$ cat config.mk
export PLATFORM = sky130hd
export DESIGN_NAME = rtl_receiver
export DESIGN_NICKNAME = d
export VERILOG_FILES = /design/src/rtl/rtl_receiver.sv
export SDC_FILE = /design/constraint.sdc
export NUM_CORES = 1
export LEC_CHECK = 0
export BUFFER_PORTS_ARGS = -buffer_cell sky130_fd_sc_hd__buf_2
export CAP_MARGIN = 5
export CORE_MARGIN = 1
export CORE_UTILIZATION = 61
export CTS_BUF_LIST = sky130_fd_sc_hd__clkbuf_4 sky130_fd_sc_hd__clkbuf_8
export CTS_CLUSTER_SIZE = 20
export DETAILED_ROUTE_END_ITERATION = 7
export PLACE_DENSITY = 0.81
export SLEW_MARGIN = 0
export SYNTH_ARGS = -nofsm -noshare
export SYNTH_HDL_FRONTEND = slang
export SYNTH_SLANG_ARGS = --single-unit
$ cat constraint.sdc
create_clock -name clk_100mhz -period 2.5 [get_ports clk_100mhz]
set_input_delay 0.5 -clock clk_100mhz [delete_from_list [all_inputs] [get_ports clk_100mhz]]
set_output_delay 0.5 -clock clk_100mhz [all_outputs]
set_load 0.01 [all_outputs]
$ cat src/rtl/rtl_receiver.sv
`default_nettype none
// ============================================================================
// Module   : rtl_receiver
// Brief    : 8N1 UART receiver, 16x oversampled mid-bit sampling, with a
//            ready/read handshake and sticky framing-error / overrun flags.
// Revision : 1.0
// ============================================================================
module rtl_receiver #(
    parameter int CLK_FREQ   = 100_000_000,
    parameter int BAUD       = 9600,
    parameter int OVERSAMPLE = 16
) (
    input  logic       clk_100mhz,
    input  logic       reset,
    input  logic       rxd,
    input  logic       rd,
    output logic [7:0] data,
    output logic       rdy,
    output logic       ferr,
    output logic       ovf
);

    localparam int DIV   = CLK_FREQ / (BAUD * OVERSAMPLE);
    localparam int DIV_W = (DIV > 1) ? $clog2(DIV) : 1;
    localparam int OS_W  = $clog2(OVERSAMPLE);

    localparam logic [DIV_W-1:0] C_DIV_LAST     = DIV_W'(DIV - 1);
    localparam logic [OS_W-1:0]  C_OS_LAST      = OS_W'(OVERSAMPLE - 1);
    localparam logic [OS_W-1:0]  C_OS_HALF_LAST = OS_W'(OVERSAMPLE / 2 - 1);

    localparam logic [2:0] ST_IDLE      = 3'd0;
    localparam logic [2:0] ST_START     = 3'd1;
    localparam logic [2:0] ST_DATA      = 3'd2;
    localparam logic [2:0] ST_STOP      = 3'd3;
    localparam logic [2:0] ST_WAIT_IDLE = 3'd4;

    logic [2:0]       state_q, state_d;
    logic             sync1_q;
    logic             rxd_s_q;
    logic [DIV_W-1:0] tick_cnt_q, tick_cnt_d;
    logic [OS_W-1:0]  samp_cnt_q, samp_cnt_d;
    logic [2:0]       bit_idx_q, bit_idx_d;
    logic [7:0]       shreg_q, shreg_d;
    logic [7:0]       data_q, data_d;
    logic             rdy_q, rdy_d;
    logic             ferr_q, ferr_d;
    logic             ovf_q, ovf_d;

    logic w_tick;
    logic w_mid_start;
    logic w_bit_end;

    assign w_tick      = (tick_cnt_q == C_DIV_LAST);
    assign w_mid_start = w_tick && (samp_cnt_q == C_OS_HALF_LAST);
    assign w_bit_end   = w_tick && (samp_cnt_q == C_OS_LAST);

    // State and datapath registers; synchronizer resets to the idle line level
    always_ff @(posedge clk_100mhz or negedge reset) begin
        if (!reset) begin
            state_q    <= ST_IDLE;
            sync1_q    <= 1'b1;
            rxd_s_q    <= 1'b1;
            tick_cnt_q <= '0;
            samp_cnt_q <= '0;
            bit_idx_q  <= '0;
            shreg_q    <= '0;
            data_q     <= '0;
            rdy_q      <= 1'b0;
            ferr_q     <= 1'b0;
            ovf_q      <= 1'b0;
        end else begin
            state_q    <= state_d;
            sync1_q    <= rxd;
            rxd_s_q    <= sync1_q;
            tick_cnt_q <= tick_cnt_d;
            samp_cnt_q <= samp_cnt_d;
            bit_idx_q  <= bit_idx_d;
            shreg_q    <= shreg_d;
            data_q     <= data_d;
            rdy_q      <= rdy_d;
            ferr_q     <= ferr_d;
            ovf_q      <= ovf_d;
        end
    end

    always_comb begin
        state_d = state_q;
        case (state_q)
            ST_IDLE: begin
                if (!rxd_s_q) state_d = ST_START;
            end
            ST_START: begin
                if (w_mid_start) state_d = rxd_s_q ? ST_IDLE : ST_DATA;
            end
            ST_DATA: begin
                if (w_bit_end && (bit_idx_q == 3'd7)) state_d = ST_STOP;
            end
            ST_STOP: begin
                if (w_bit_end) state_d = rxd_s_q ? ST_IDLE : ST_WAIT_IDLE;
            end
            ST_WAIT_IDLE: begin
                if (rxd_s_q) state_d = ST_IDLE;
            end
            default: state_d = ST_IDLE;
        endcase
    end

    always_comb begin
        tick_cnt_d = w_tick ? '0 : tick_cnt_q + DIV_W'(1);
        samp_cnt_d = samp_cnt_q;
        bit_idx_d  = bit_idx_q;
        shreg_d    = shreg_q;
        data_d     = data_q;
        rdy_d      = rdy_q;
        ferr_d     = ferr_q;
        ovf_d      = ovf_q;

        if (rd && rdy_q) begin
            rdy_d = 1'b0;
            ovf_d = 1'b0;
        end

        case (state_q)
            ST_IDLE: begin
                // Restart the tick phase at the start edge so samples land mid-bit
                if (!rxd_s_q) begin
                    tick_cnt_d = '0;
                    samp_cnt_d = '0;
                end
            end
            ST_START: begin
                if (w_tick) begin
                    if (samp_cnt_q == C_OS_HALF_LAST) begin
                        samp_cnt_d = '0;
                        bit_idx_d  = '0;
                    end else begin
                        samp_cnt_d = samp_cnt_q + OS_W'(1);
                    end
                end
            end
            ST_DATA: begin
                if (w_tick) begin
                    if (samp_cnt_q == C_OS_LAST) begin
                        samp_cnt_d = '0;
                        shreg_d    = {rxd_s_q, shreg_q[7:1]};
                        bit_idx_d  = bit_idx_q + 3'd1;
                    end else begin
                        samp_cnt_d = samp_cnt_q + OS_W'(1);
                    end
                end
            end
            ST_STOP: begin
                if (w_tick) begin
                    if (samp_cnt_q == C_OS_LAST) begin
                        samp_cnt_d = '0;
                        if (rxd_s_q) begin
                            // A completing byte beats a simultaneous read
                            data_d = shreg_q;
                            rdy_d  = 1'b1;
                            ferr_d = 1'b0;
                            if (rdy_q && !rd) ovf_d = 1'b1;
                        end else begin
                            ferr_d = 1'b1;
                        end
                    end else begin
                        samp_cnt_d = samp_cnt_q + OS_W'(1);
                    end
                end
            end
            default: ;
        endcase
    end

    always_comb begin
        data = data_q;
        rdy  = rdy_q;
        ferr = ferr_q;
        ovf  = ovf_q;
    end

endmodule
`default_nettype wire

==> impl_results.md <==
* Min Tclk post-route at 2014 ps
* Outcome: finished clean
* Cts hold-fix bufs at 0
* Layout cells sized above 1 at 26.60%
* Total GRT Usage at 22.92%
* Tot Pwr at 1.126 mW
* Hold WC Path Type: in2reg
* Placed cell count at 224
* Leak at 1.056 nW
* GPL Wtd Cong at 0.8226
* Post-DP HPWL at 2464 microns
* CP startpoint: tick_cnt_q[2]
* Final setup viols at 0
* Post-CTS Resized at 0
* Die ar. at 3405 sq um
* Final Skew at 9.224 ps
* Post-synth top flop: dfrtp_1
* Antenna cell count at 0
* CTS Buf Count at 5
* Fin cells at 232
* Worst vdd ir at 0.4612 mV
* RSZ-0062 raised after global routing: false
* Sequential share of power at 59.5%
* Combinational share of power at 1.7%
* Measured slew at the worst slew-check pin at 883.9 ps
* Fmax at 496.6 MHz
* Final Slew Violations at 0
* DRC errors left at 0
* Final worst-path cycle share at 80.54%
* Reported max-cap violation count at 0
* Hold_sp: rxd
* Initial antenna violation count at 0
* Critical path arrival at 2250 ps
* Clock power frac at 38.8%
* Post-CTS Setup Bufs at 0
* Clk Latency, worst-skew pair at 350 ps
* Core area at 3028 sq um
* Average size of a mapped cell at 11.26 sq um
* R2r startpoint: tick_cnt_q[2]
* Remaining global-route overflow at 0
* Final ANT Viol Nets at 0
* Die Wd at 58.35 microns
* Synth Net Count at 181
* Setup TNS at 0 ps
* Post-synth EDFFs at 0
* Switch Pwr at 242.9 uW
* Htree depth at 2
* P_int at 882.9 uW
* Switching Fraction at 21.58%
* Synth Register Bits at 41
* Initial DRC count at 73
* Worst endpoint required time at 2740 ps
* Slew headroom at 41.07%
* Netlist cell types at 39
* Clock sink count at 41
* Synth async-reset ratio at 100.0%
* Number of synthesis warnings at 0
* Vias/cell at 5.681
* Pwr/cell area at 531.8 nW/um^2
* Via count at 1,318
* WL per Instance at 15.00 microns
* Initial DRT Pass Iterations at 4
* Sequential share of the synthesized area at 53.10%
* Crit Path Class: reg2reg
* Input/output buffers at 14
* Gate Count Post-Synth at 172
* Top Ports at 15
* Critical Path Sink Type: register
* Area of the mapped netlist at 1937 sq um
* Starting Density at 63.97%
* Final #Nets at 196
* Die Ht at 58.35 microns
* Type of element launching the critical path: register
* Placed Area at 2033 sq um
* Area Overhead vs Synth at 9.302%
* Critical-path maximum fanout at 11
* Vias in the first global route at 1,276
* CTS tree: yes
* Drt total wl at 3479 microns
* CTS max path bufs at 2
* Post-route cell area at 2117 sq um
* First-pass GRT wire length at 5740 microns
* # rows at 20
* Core Util, Final at 69.92%
* Final Hold Vio Count at 0
* Largest net degree at the start of global routing at 42
* CTS root buf: clkbuf_4
* Reg clk slew, reported paths at 130 ps
-- cells in the final DEF (no fill, tap or decap), drive strengths merged, types with 3 or more instances in the layout --
cell    synthesis  routed
a21oi           4       4
buf             3      15
clkbuf          4       5
dfrtp          39      39
ha              5       5
inv             5       5
mux2           18      18
mux2i           3       3
nand2          15      15
nand2b          4       4
nand3           8       8
nor2           19      19
nor3            6       6
nor4            3       3
o21ai           3       3
xnor2           7       7
-- cell usage after synthesis, drive strengths merged (4+ instances only) --
master  count  area [sq um]
mux2       18         202.7
nand2b      4         25.02
nor3        6         30.03
nor2       19         71.32
nand3       8         45.04
dfrtp      39         975.9
a21oi       4         20.02
ha          5         62.56
nand2      15         71.32
xnor2       7         61.31
clkbuf      4         15.01
inv         5         18.77
-- flip-flops by register name, indices dropped and copies added, names as in the netlist, named ones only --
name        flops
tick_cnt_q     10
data            8
shreg_q         8
samp_cnt_q      4
bit_idx_q       3
state_q         3
ferr            1
rdy             1
rxd_s_q         1
sync1_q         1
-- power groups by stage --
stage	Sequential, mW	Combinational, mW	Clock, mW
2_1_floorplan	0.683	0.00207	0
3_3_place_gp	0.682	0.0190	0
3_5_place_dp	0.683	0.0199	0
4_1_cts	0.670	0.0200	0.448
5_1_grt	0.671	0.0224	0.469
6_report	0.670	0.0190	0.437
-- cell families after synthesis --
logic type | Yosys count | synth area share [%]
multiplexers | 21 | 12.02
adder cells (fa/ha/maj) | 5 | 3.230
XOR/XNOR | 9 | 4.070
flip-flops | 41 | 53.10
buffers and inverters | 12 | 2.842
AND/OR/NAND/NOR | 67 | 18.86
AO/OA/AOI/OAI | 17 | 5.879
-- cell type report --
class | count | area, sq um
Clock buffer | 5 | 37.54
Inverter | 5 | 18.77
Multi-Input combinational cell | 119 | 853.3
Fill cell | 223 | 910.9
Clock inverter | 3 | 46.29
Sequential cell | 41 | 1028
Timing Repair Buffer | 15 | 77.57
Tap cell | 44 | 55.05
-- stage by stage --
stage          hold slack, ps  worst slack, ps
6_report                223.4            486.5
5_1_grt                 209.0            391.7
4_1_cts                 213.9            483.7
3_5_place_dp            351.6            504.9
3_3_place_gp            346.3            581.3
2_1_floorplan           204.4            633.3
-- path summary, 6_finish.rpt --
path / end / slack (ps) / cells past startpoint
hold / removal: sync1_q / 220 / 1
hold reg to reg: rxd_s_q / 380 / 0
setup / recovery: state_q[0] / 490 / 5
max in group asynchronous: tick_cnt_q[0] / 1700 / 1
setup reg to reg: state_q[0] / 490 / 5
min in group asynchronous: state_q[1] / 250 / 1
-- metal layers --
metal	global-route usage [%]	up-vias	part of all wire, %
li1	-	627	-
met1	28.70	649	44
met2	38.42	34	50
met3	5.055	8	3.6
met4	10.20	0	1.9
met5	0	-	0
-- critical path, stage by stage (launching register included) --
cell,delay (ps)
dfrtp_1,460
or4b_4,560
nor4_4,150
buf_4,230
a41oi_1,130
or3_1,370
Note: power is estimated with default switching activity, not from simulation.
